--- config.mk ---
export PLATFORM = sky130hd
export DESIGN_NAME = pmp_lsu_gate
export DESIGN_NICKNAME = d
export VERILOG_FILES = /design/src/rtl/pmp_lsu_gate.sv
export SDC_FILE = /design/constraint.sdc
export NUM_CORES = 1
export LEC_CHECK = 0
export CORE_UTILIZATION = 45
export CTS_BUF_LIST = sky130_fd_sc_hd__clkbuf_4
export DETAILED_ROUTE_END_ITERATION = 7
export DONT_BUFFER_PORTS = 1
export PLACE_DENSITY = 0.63
export RECOVER_POWER = 50
export SYNTH_ARGS = -nofsm -noshare
export SYNTH_HDL_FRONTEND = slang
export SYNTH_SLANG_ARGS = --single-unit
export TNS_END_PERCENT = 20
--- constraint.sdc ---
create_clock -name clock -period 7.73 [get_ports clock]
set_clock_uncertainty 0.2 [all_clocks]
set_input_delay 0.773 -clock clock [delete_from_list [all_inputs] [get_ports clock]]
set_output_delay 0.773 -clock clock [all_outputs]
set_load 0.005 [all_outputs]
--- src/rtl/pmp_lsu_gate.sv ---
// Load/store/fetch sequencer: registers a request, checks alignment, consults the
// PMP side-car, then issues one bus beat or returns a RISC-V fault with cause/tval.
module pmp_lsu_gate #(
    parameter int TIMEOUT = 15
) (
    input  logic        clock,
    input  logic        reset,
    input  logic        req_valid,
    output logic        req_ready,
    input  logic [31:0] req_addr,
    input  logic [1:0]  req_oper,
    input  logic [1:0]  req_size,
    input  logic [1:0]  req_priv,
    input  logic [31:0] req_wdata,
    output logic [31:0] pmp_addr,
    output logic [1:0]  pmp_oper,
    output logic [1:0]  pmp_priv_mode,
    output logic [1:0]  pmp_size,
    input  logic [1:0]  pmp_permission,
    output logic        bus_valid,
    input  logic        bus_ready,
    output logic [31:0] bus_addr,
    output logic        bus_we,
    output logic [3:0]  bus_be,
    output logic [31:0] bus_wdata,
    input  logic        bus_rvalid,
    input  logic [31:0] bus_rdata,
    output logic        rsp_valid,
    output logic        rsp_fault,
    output logic [3:0]  rsp_cause,
    output logic [31:0] rsp_tval,
    output logic [31:0] rsp_rdata
);

    localparam logic [1:0] OP_READ  = 2'b00;
    localparam logic [1:0] OP_WRITE = 2'b01;
    localparam logic [1:0] OP_EXEC  = 2'b10;
    localparam logic [7:0] TMO      = 8'(TIMEOUT);

    typedef enum logic [2:0] {S_IDLE, S_CHECK, S_BUS, S_WAIT, S_RESP} state_t;

    state_t      state;
    logic [31:0] addr_q;
    logic [31:0] wdata_q;
    logic [1:0]  oper_q;
    logic [1:0]  size_q;
    logic [1:0]  priv_q;
    logic [7:0]  tmo_cnt;

    logic [1:0]  eff_size;
    logic        misaligned;
    logic        bad_size;
    logic        is_write;
    logic        tmo_hit;
    logic        active;
    logic        unused_region_match;

    function automatic logic [3:0] cause_of(input logic [1:0] op, input logic misal);
        case (op)
            OP_WRITE: cause_of = misal ? 4'd6 : 4'd7;
            OP_EXEC:  cause_of = misal ? 4'd0 : 4'd1;
            default:  cause_of = misal ? 4'd4 : 4'd5;
        endcase
    endfunction

    function automatic logic [3:0] byte_enables(input logic [1:0] size, input logic [1:0] off);
        case (size)
            2'b00:   byte_enables = 4'b0001 << off;
            2'b01:   byte_enables = 4'b0011 << off;
            default: byte_enables = 4'b1111;
        endcase
    endfunction

    function automatic logic [31:0] replicate(input logic [1:0] size, input logic [31:0] d);
        case (size)
            2'b00:   replicate = {4{d[7:0]}};
            2'b01:   replicate = {2{d[15:0]}};
            default: replicate = d;
        endcase
    endfunction

    function automatic logic [31:0] load_data(input logic [1:0] size, input logic [1:0] off,
                                              input logic [31:0] d);
        logic [31:0] sh;
        sh = d >> {off, 3'b000};
        case (size)
            2'b00:   load_data = {24'd0, sh[7:0]};
            2'b01:   load_data = {16'd0, sh[15:0]};
            default: load_data = sh;
        endcase
    endfunction

    // Fetches are always word-sized regardless of the requested size.
    assign eff_size   = (req_oper == OP_EXEC) ? 2'b10 : req_size;
    assign misaligned = ((eff_size == 2'b01) && req_addr[0]) ||
                        ((eff_size == 2'b10) && (req_addr[1:0] != 2'b00));
    assign bad_size   = (eff_size == 2'b11);
    assign is_write   = (oper_q == OP_WRITE);
    assign tmo_hit    = ((tmo_cnt + 8'd1) == TMO);
    assign unused_region_match = pmp_permission[1];

    assign req_ready     = (state == S_IDLE);
    assign active        = (state != S_IDLE);
    assign pmp_addr      = active ? addr_q : 32'd0;
    assign pmp_oper      = active ? oper_q : 2'b00;
    assign pmp_priv_mode = active ? priv_q : 2'b00;
    assign pmp_size      = active ? size_q : 2'b00;

    always_ff @(posedge clock or posedge reset) begin
        if (reset) begin
            state     <= S_IDLE;
            addr_q    <= '0;
            wdata_q   <= '0;
            oper_q    <= '0;
            size_q    <= '0;
            priv_q    <= '0;
            tmo_cnt   <= '0;
            bus_valid <= 1'b0;
            bus_addr  <= '0;
            bus_we    <= 1'b0;
            bus_be    <= '0;
            bus_wdata <= '0;
            rsp_valid <= 1'b0;
            rsp_fault <= 1'b0;
            rsp_cause <= '0;
            rsp_tval  <= '0;
            rsp_rdata <= '0;
        end else begin
            case (state)
                S_IDLE: begin
                    if (req_valid) begin
                        addr_q  <= req_addr;
                        wdata_q <= req_wdata;
                        oper_q  <= req_oper;
                        size_q  <= eff_size;
                        priv_q  <= req_priv;
                        if (bad_size || misaligned) begin
                            state     <= S_RESP;
                            rsp_valid <= 1'b1;
                            rsp_fault <= 1'b1;
                            rsp_cause <= cause_of(req_oper, misaligned);
                            rsp_tval  <= req_addr;
                        end else begin
                            state <= S_CHECK;
                        end
                    end
                end
                // pmp_* already reflect the latched request; verdict sampled here.
                S_CHECK: begin
                    if (pmp_permission[0]) begin
                        state     <= S_BUS;
                        tmo_cnt   <= '0;
                        bus_valid <= 1'b1;
                        bus_addr  <= {addr_q[31:2], 2'b00};
                        bus_we    <= is_write;
                        bus_be    <= byte_enables(size_q, addr_q[1:0]);
                        bus_wdata <= is_write ? replicate(size_q, wdata_q) : 32'd0;
                    end else begin
                        state     <= S_RESP;
                        rsp_valid <= 1'b1;
                        rsp_fault <= 1'b1;
                        rsp_cause <= cause_of(oper_q, 1'b0);
                        rsp_tval  <= addr_q;
                    end
                end
                S_BUS: begin
                    if (tmo_hit) begin
                        bus_valid <= 1'b0;
                        state     <= S_RESP;
                        rsp_valid <= 1'b1;
                        rsp_fault <= 1'b1;
                        rsp_cause <= cause_of(oper_q, 1'b0);
                        rsp_tval  <= addr_q;
                    end else begin
                        tmo_cnt <= tmo_cnt + 8'd1;
                        if (bus_ready) begin
                            bus_valid <= 1'b0;
                            if (is_write) begin
                                state     <= S_RESP;
                                rsp_valid <= 1'b1;
                            end else begin
                                state <= S_WAIT;
                            end
                        end
                    end
                end
                // Timeout takes priority over a read return in the same cycle.
                S_WAIT: begin
                    if (tmo_hit) begin
                        state     <= S_RESP;
                        rsp_valid <= 1'b1;
                        rsp_fault <= 1'b1;
                        rsp_cause <= cause_of(oper_q, 1'b0);
                        rsp_tval  <= addr_q;
                    end else begin
                        tmo_cnt <= tmo_cnt + 8'd1;
                        if (bus_rvalid) begin
                            state     <= S_RESP;
                            rsp_valid <= 1'b1;
                            rsp_rdata <= load_data(size_q, addr_q[1:0], bus_rdata);
                        end
                    end
                end
                S_RESP: begin
                    state     <= S_IDLE;
                    rsp_valid <= 1'b0;
                    rsp_fault <= 1'b0;
                    rsp_cause <= '0;
                    rsp_tval  <= '0;
                    rsp_rdata <= '0;
                end
                default: state <= S_IDLE;
            endcase
        end
    end

endmodule

Word level (Yosys, flattened, before mapping)
Cells that the tools add are included.
{ "classes": {"n_eq_ne": 24, "n_shift": 3, "n_reduce_logical": 22, "mux": 54, "addsub": 1} }
{ "op_table": {"columns": ["operator", "count"], "rows": [
  ["$mux 32", 8],
  ["$pmux 32 s2", 3],
  ["$pmux 32 s4", 1],
  ["$shr 32x5->32", 1],
  ["$mux 3", 8],
  ["$mux 4", 4],
  ["$mux 8", 2],
  ["$pmux 4 s4", 1],
  ["$pmux 8 s2", 1],
  ["$mux 1", 15],
  ["$ne 2x2->1 const B", 6],
  ["$pmux 3 s2", 2],
  ["$pmux 3 s4", 1],
  ["$reduce_and 3->1", 4],
  ["$ne 3x3->1 const B", 3],
  ["$add 8x1->8 const B", 1],
  ["$eq 2x1->1 const B", 4],
  ["$eq 2x2->1 const B", 4],
  ["$eq 8x4->1 const B", 1],
  ["$mux 2", 4],
  ["$pmux 4 s2", 1],
  ["$reduce_bool 2->1", 4],
  ["$reduce_and 7->1", 1],
  ["$eq 3x2->1 const B", 2],
  ["other kinds (18)", 22]
]} }
{ "word_totals": {"reg_bits": 219, "in_bits": 109, "out_inout_bits": 179, "elab_cells": 121} }

Longest topological paths before layout
{ "depth": {"word_depth": 10, "depth_mapped": 8, "mapped_depth_nobuf": 6} }

Worst setup path after synthesis
Ideal clock, no wire load.
{ "synth_timing": {"path_kind": "input port to flip-flop", "from": "input port req_oper[0]", "to": "register rsp_tval[24]", "setup_time_ns": 0.125, "path_buffers": 1, "t_arrival_ns": 2.177, "required_time_ns": 7.405, "cell_stages": 6, "slack_ns": 5.228, "cell_sequence": "nand2b_1 > a211oi_1 > o31a_1 > nor3_4 > buf_6 > mux2_2"} }
{ "synth_between": {"elab_chain_len": 8, "elab_cells_between_ends": 11, "cone_classes": "eq/ne: 5; mux: 1; reduce/logical: 5"} }
{ "synth_rtl": {"columns": ["item", "line_no", "text"], "rows": [
  ["start: declaration", "11", "input logic [1:0] req_oper,"],
  ["$eq 2x2->1 (*)", "94", "assign eff_size = (req_oper == OP_EXEC) ? 2'b10 : req_size;"],
  ["$mux 2 (*)", "94", null],
  ["$eq 2x1->1 or $eq 2x2->1 (tied branches)", "95, 96", null],
  ["$logic_and 1x1->1 (on tied branches)", "95, 96", null],
  ["$logic_or 1x1->1", "95", "assign misaligned = ((eff_size == 2'b01) && req_addr[0]) ||"],
  ["$logic_or 1x1->1 (*)", "137", "if (bad_size || misaligned) begin"],
  ["$ne 2x1->1 (no line) (*)", null, null],
  ["$reduce_and 5->1 (no line) (*)", null, null],
  ["end signal: assignment", "142", "rsp_tval <= req_addr;"],
  ["end signal: assignment", "163", "rsp_tval <= addr_q;"],
  ["end signal: assignment", "173", "rsp_tval <= addr_q;"],
  ["end: declaration", "31", "output logic [31:0] rsp_tval,"]
]} }
Every way passes the cells marked *; elsewhere a longest branch is shown, timed or not.
A chain may end at the register's enable or synchronous reset.

Worst setup path after layout
{ "layout_timing": {"from": "register state[2]", "to": "register bus_wdata[6]"} }
{ "layout_between": {"elab_chain_len": 2} }
{ "layout_rtl": {"columns": ["item", "line_no", "text"], "rows": [
  ["start: declaration", "42", "state_t state;"],
  ["start signal: assignment", "111", "state <= S_IDLE;"],
  ["start signal: assignment", "138", "state <= S_RESP;"],
  ["start signal: assignment", "144", "state <= S_CHECK;"],
  ["$eq 3x1->1", "129", "case (state)"],
  ["$reduce_and 2->1 (no line)", null, null],
  ["end signal: assignment", "157", "bus_wdata <= is_write ? replicate(size_q, wdata_q) : 32'd0;"],
  ["end: declaration", "25", "output logic [31:0] bus_wdata,"]
]} }
Every way passes these cells.

==> reports/qor.log <==
qor: detailed_routing.drt-wirelength-per-cell 20.2 um
qor: power_and_ir_drop.leakage 5.58 nW
qor: final_layout.final_nets 1245
qor: global_routing.grt.total_usage 25.3%
qor: synth.synth_mux_area_share 9.09%
qor: timing.report.final.slew_viol_count 47
qor: clock_tree.cts_max_path_buffers 3
qor: synth.synth.most_common_cell nand2_1
qor: detailed_routing.initialDrtViolationCount 448
qor: setup_path.timing.critical_path.required 8110 ps
qor: setup_path.worstSetupStartpointType flip-flop
qor: synth.synth_async_sr_flop_share 100%
qor: final_layout.layout-drive-gt1-share 12.4%
qor: placed_design.hpwl 18000 um
qor: floorplan.initial_core_util 45.8%
qor: setup_path.worstSetupEndpointType flip-flop
qor: floorplan.floorplan.die_area 22700 sq um
qor: placed_design.gp_congestion 0.829
qor: setup_path.critical_path_arrival 3870 ps
qor: setup_path.worstSetupStartpoint state[2]
qor: power_and_ir_drop.power 4.84 mW
qor: synth.synth-edff-count 0
qor: detailed_routing.wl 29300 um
qor: synth.yosys_warnings 0
qor: flow_run.max_cap_violations 1
qor: clock_tree.h-tree-depth 2
qor: detailed_routing.detailedRoute.firstPassIterationCount 4
qor: power_and_ir_drop.worst_ir_drop_vdd 0.221 mV
qor: final_layout.finalInstanceArea 11500 sq um
qor: synth.synth.top_cells.by_count nand2_1, dfrtp_1, o21ai_0
qor: clock_tree.post_cts_hold_buffer_count 71
qor: synth.post_synth_num_cell_types 46
qor: placed_design.dpl_cell_area 10100 sq um
qor: timing.slew_of_the_pin_with_the_lowest_slew_margin 2520 ps
qor: detailed_routing.via_count 7926
qor: worst_hold_path.hp-start bus_rdata[26]
qor: timing.slew_headroom -68.1%
qor: synth.synth-seq-cells 218
qor: timing.final_hold_viol_count 0
qor: timing.achievable-frequency 0.287 GHz
qor: synth.post_synth_and_or_nand_nor_area_fraction 21.3%
qor: floorplan.core 21800 sq um
qor: global_routing.grt_pass1_vias 8034
qor: setup_path.worstReg2RegStart state[2]
qor: synth.post_synth_main_area_contributors dfrtp_1, nand2_1, mux2i_1
qor: synth.summed_instance_area_of_the_synthesized_netlist 9960 sq um
qor: status.result_of_the_run complete, but fails checks
qor: synth.syn-mean-instance-area 9.37 sq um
qor: synth.netlist_instances 1064
qor: detailed_routing.route.detailed.vias_per_inst 5.47
qor: setup_path.critPathKind reg -> reg
qor: global_routing.grt_max_degree 141
qor: floorplan.vert_die_dim 151 um
qor: worst_hold_path.min-delay-path-class in -> reg
qor: floorplan.design.portCount 288
qor: synth.synth_top_family_by_area simple AND/OR/NAND/NOR gates
qor: synth.yosys_most_used_dff dfrtp_1
qor: global_routing.first_pass_grt_wire_length 44300 um
qor: floorplan.fp-row-count 54
qor: timing.finalCritPeriodShare 45.1%
qor: timing.period_minus_slack 3480 ps
qor: clock_tree.path_clk_slew 60 ps
qor: power_and_ir_drop.powerDensity 421 nW/um^2
qor: global_routing.grt.overflow.total 0
qor: global_routing.grt_antenna_before_repair 1
qor: setup_path.critical_path.max_fanout 46
qor: clock_tree.cts_tree built
qor: timing.final_setup_violation_count 0
qor: clock_tree.insertion_delay 660 ps
qor: placed_design.port_buffers 0
qor: timing.fin_setup_tns 0 ps
qor: final_layout.area.growth.synth_to_final 15.4%
qor: synth.synth_fa_ha_area_share 0.251%
qor: clock_tree.clock_sink_count 218
qor: floorplan.die_x 151 um
qor: synth.sequential_fraction_of_the_synthesis_area 54.7%
qor: clock_tree.clock_tree.root_cell clkbuf_4
qor: status.failing_checks capacitance limit, slew limit
qor: detailed_routing.drt.antenna.violating_nets 0
qor: clock_tree.cts_inserted_buffers 57
qor: synth.synth_area_leader_cell dfrtp_1
qor: clock_tree.cts_setup_buffers 0
qor: clock_tree.post_cts_resize_count 0
qor: detailed_routing.route.detailed.drc 0
qor: synth.compound_gate_fraction_of_synth_area 10.3%
qor: timing.grt_setup_unrepaired false
qor: synth.yosys.area.top_type_share 54.7%
qor: synth.yosys.area_share.xor_xnor 0.603%
## report_power, final
group | internal (mW) | total (mW) | switching (mW)
clock | 0.479 | 0.944 | 0.465
sequential | 1.57 | 2.00 | 0.434
combinational | 0.758 | 1.89 | 1.13
total | 2.81 | 4.84 | 2.03
## layer usage
layer  GRT usage (%)  wire length, um  vias up
li1                -                -     3694
met5               0                0        -
met3            8.01             2750       60
met1            30.7            11600     3855
met2            42.1            14100      317
met4            9.55              838        0
## final timing paths
| path | slack (ps) | end | cells past startpoint |
|---|---|---|---|
| worst max-delay path | 4250 | bus_wdata[6] | 4 |
| worst min register to register | 270 | wdata_q[31] | 2 |
| worst max register to register | 4250 | bus_wdata[6] | 4 |
| min in group asynchronous | 600 | bus_addr[30] | 2 |
| max in group asynchronous | 4970 | addr_q[10] | 3 |
| worst min-delay path | 50 | rsp_rdata[26] | 2 |
## final cells by class
| type | instances | area [sq um] |
|---|---|---|
| fillers | 2011 | 10300 |
| repair buffers | 85 | 812 |
| diodes | 1 | 2.50 |
| clock inverters | 10 | 38.8 |
| multi-input cells | 763 | 4190 |
| flip-flops and latches | 218 | 5460 |
| inverters | 9 | 41.3 |
| well taps | 280 | 350 |
| clock buffers | 82 | 616 |
## logic make-up (layout without fill, tap and decap cells)
| family | count (synthesis) | count (layout) |
|---|---|---|
| AOI/OAI and AO/OA | 158 | 158 |
| DFF | 218 | 218 |
| and+or+nand+nor | 509 | 509 |
| muxes | 85 | 85 |
| other | 1 | 4 |
| buffers and inverters | 85 | 186 |
| xor gates and xnor gates | 6 | 6 |
| adders and majority gates | 2 | 2 |
## worst max-delay path: stages (launching register included)
cell and delay [ps]:
dfrtp_1 610, nor3_1 330, clkbuf_1 1810, nand3_1 240
nand2_1 160
## per-stage QoR
stage / util (%) / hold slack (ps) / std cells / setup WS (ps)
2_1_floorplan: - / 238 / 1066 / 793
3_3_place_gp: 46.6 / 252 / 1284 / 4750
3_5_place_dp: 46.6 / 259 / 1284 / 4740
4_1_cts: 52.9 / 0.957 / 1447 / 4490
5_1_grt: 52.9 / 2.07 / 1448 / 3990
6_report: 52.9 / 52.3 / 1448 / 4250
## state kept, by name, indices dropped and copies added (netlist names), 3 cells and up
| signal | count |
|---|---|
| addr_q | 32 |
| state | 3 |
| tmo_cnt | 8 |
| rsp_cause | 3 |
| wdata_q | 32 |
| rsp_tval | 32 |
| bus_wdata | 32 |
| rsp_rdata | 32 |
| bus_addr | 30 |
| bus_be | 4 |
## cell usage in the layout (no fill, tap or decap), drive strengths merged, types with 3 or more instances in the layout
master	count
nand2	365
xor2	4
o31ai	16
and2	4
clkbuf	83
mux2	44
inv	11
a31oi	4
a21oi	29
nor3	4
a22o	32
nor2b	41
nand3	47
dfrtp	218
a211oi	3
conb	3
buf	13
mux2i	41
o21ai	56
clkinv	8
nand2b	5
dlygate4sd3	71
nor2	41
Power figures use the tool's default switching activity.
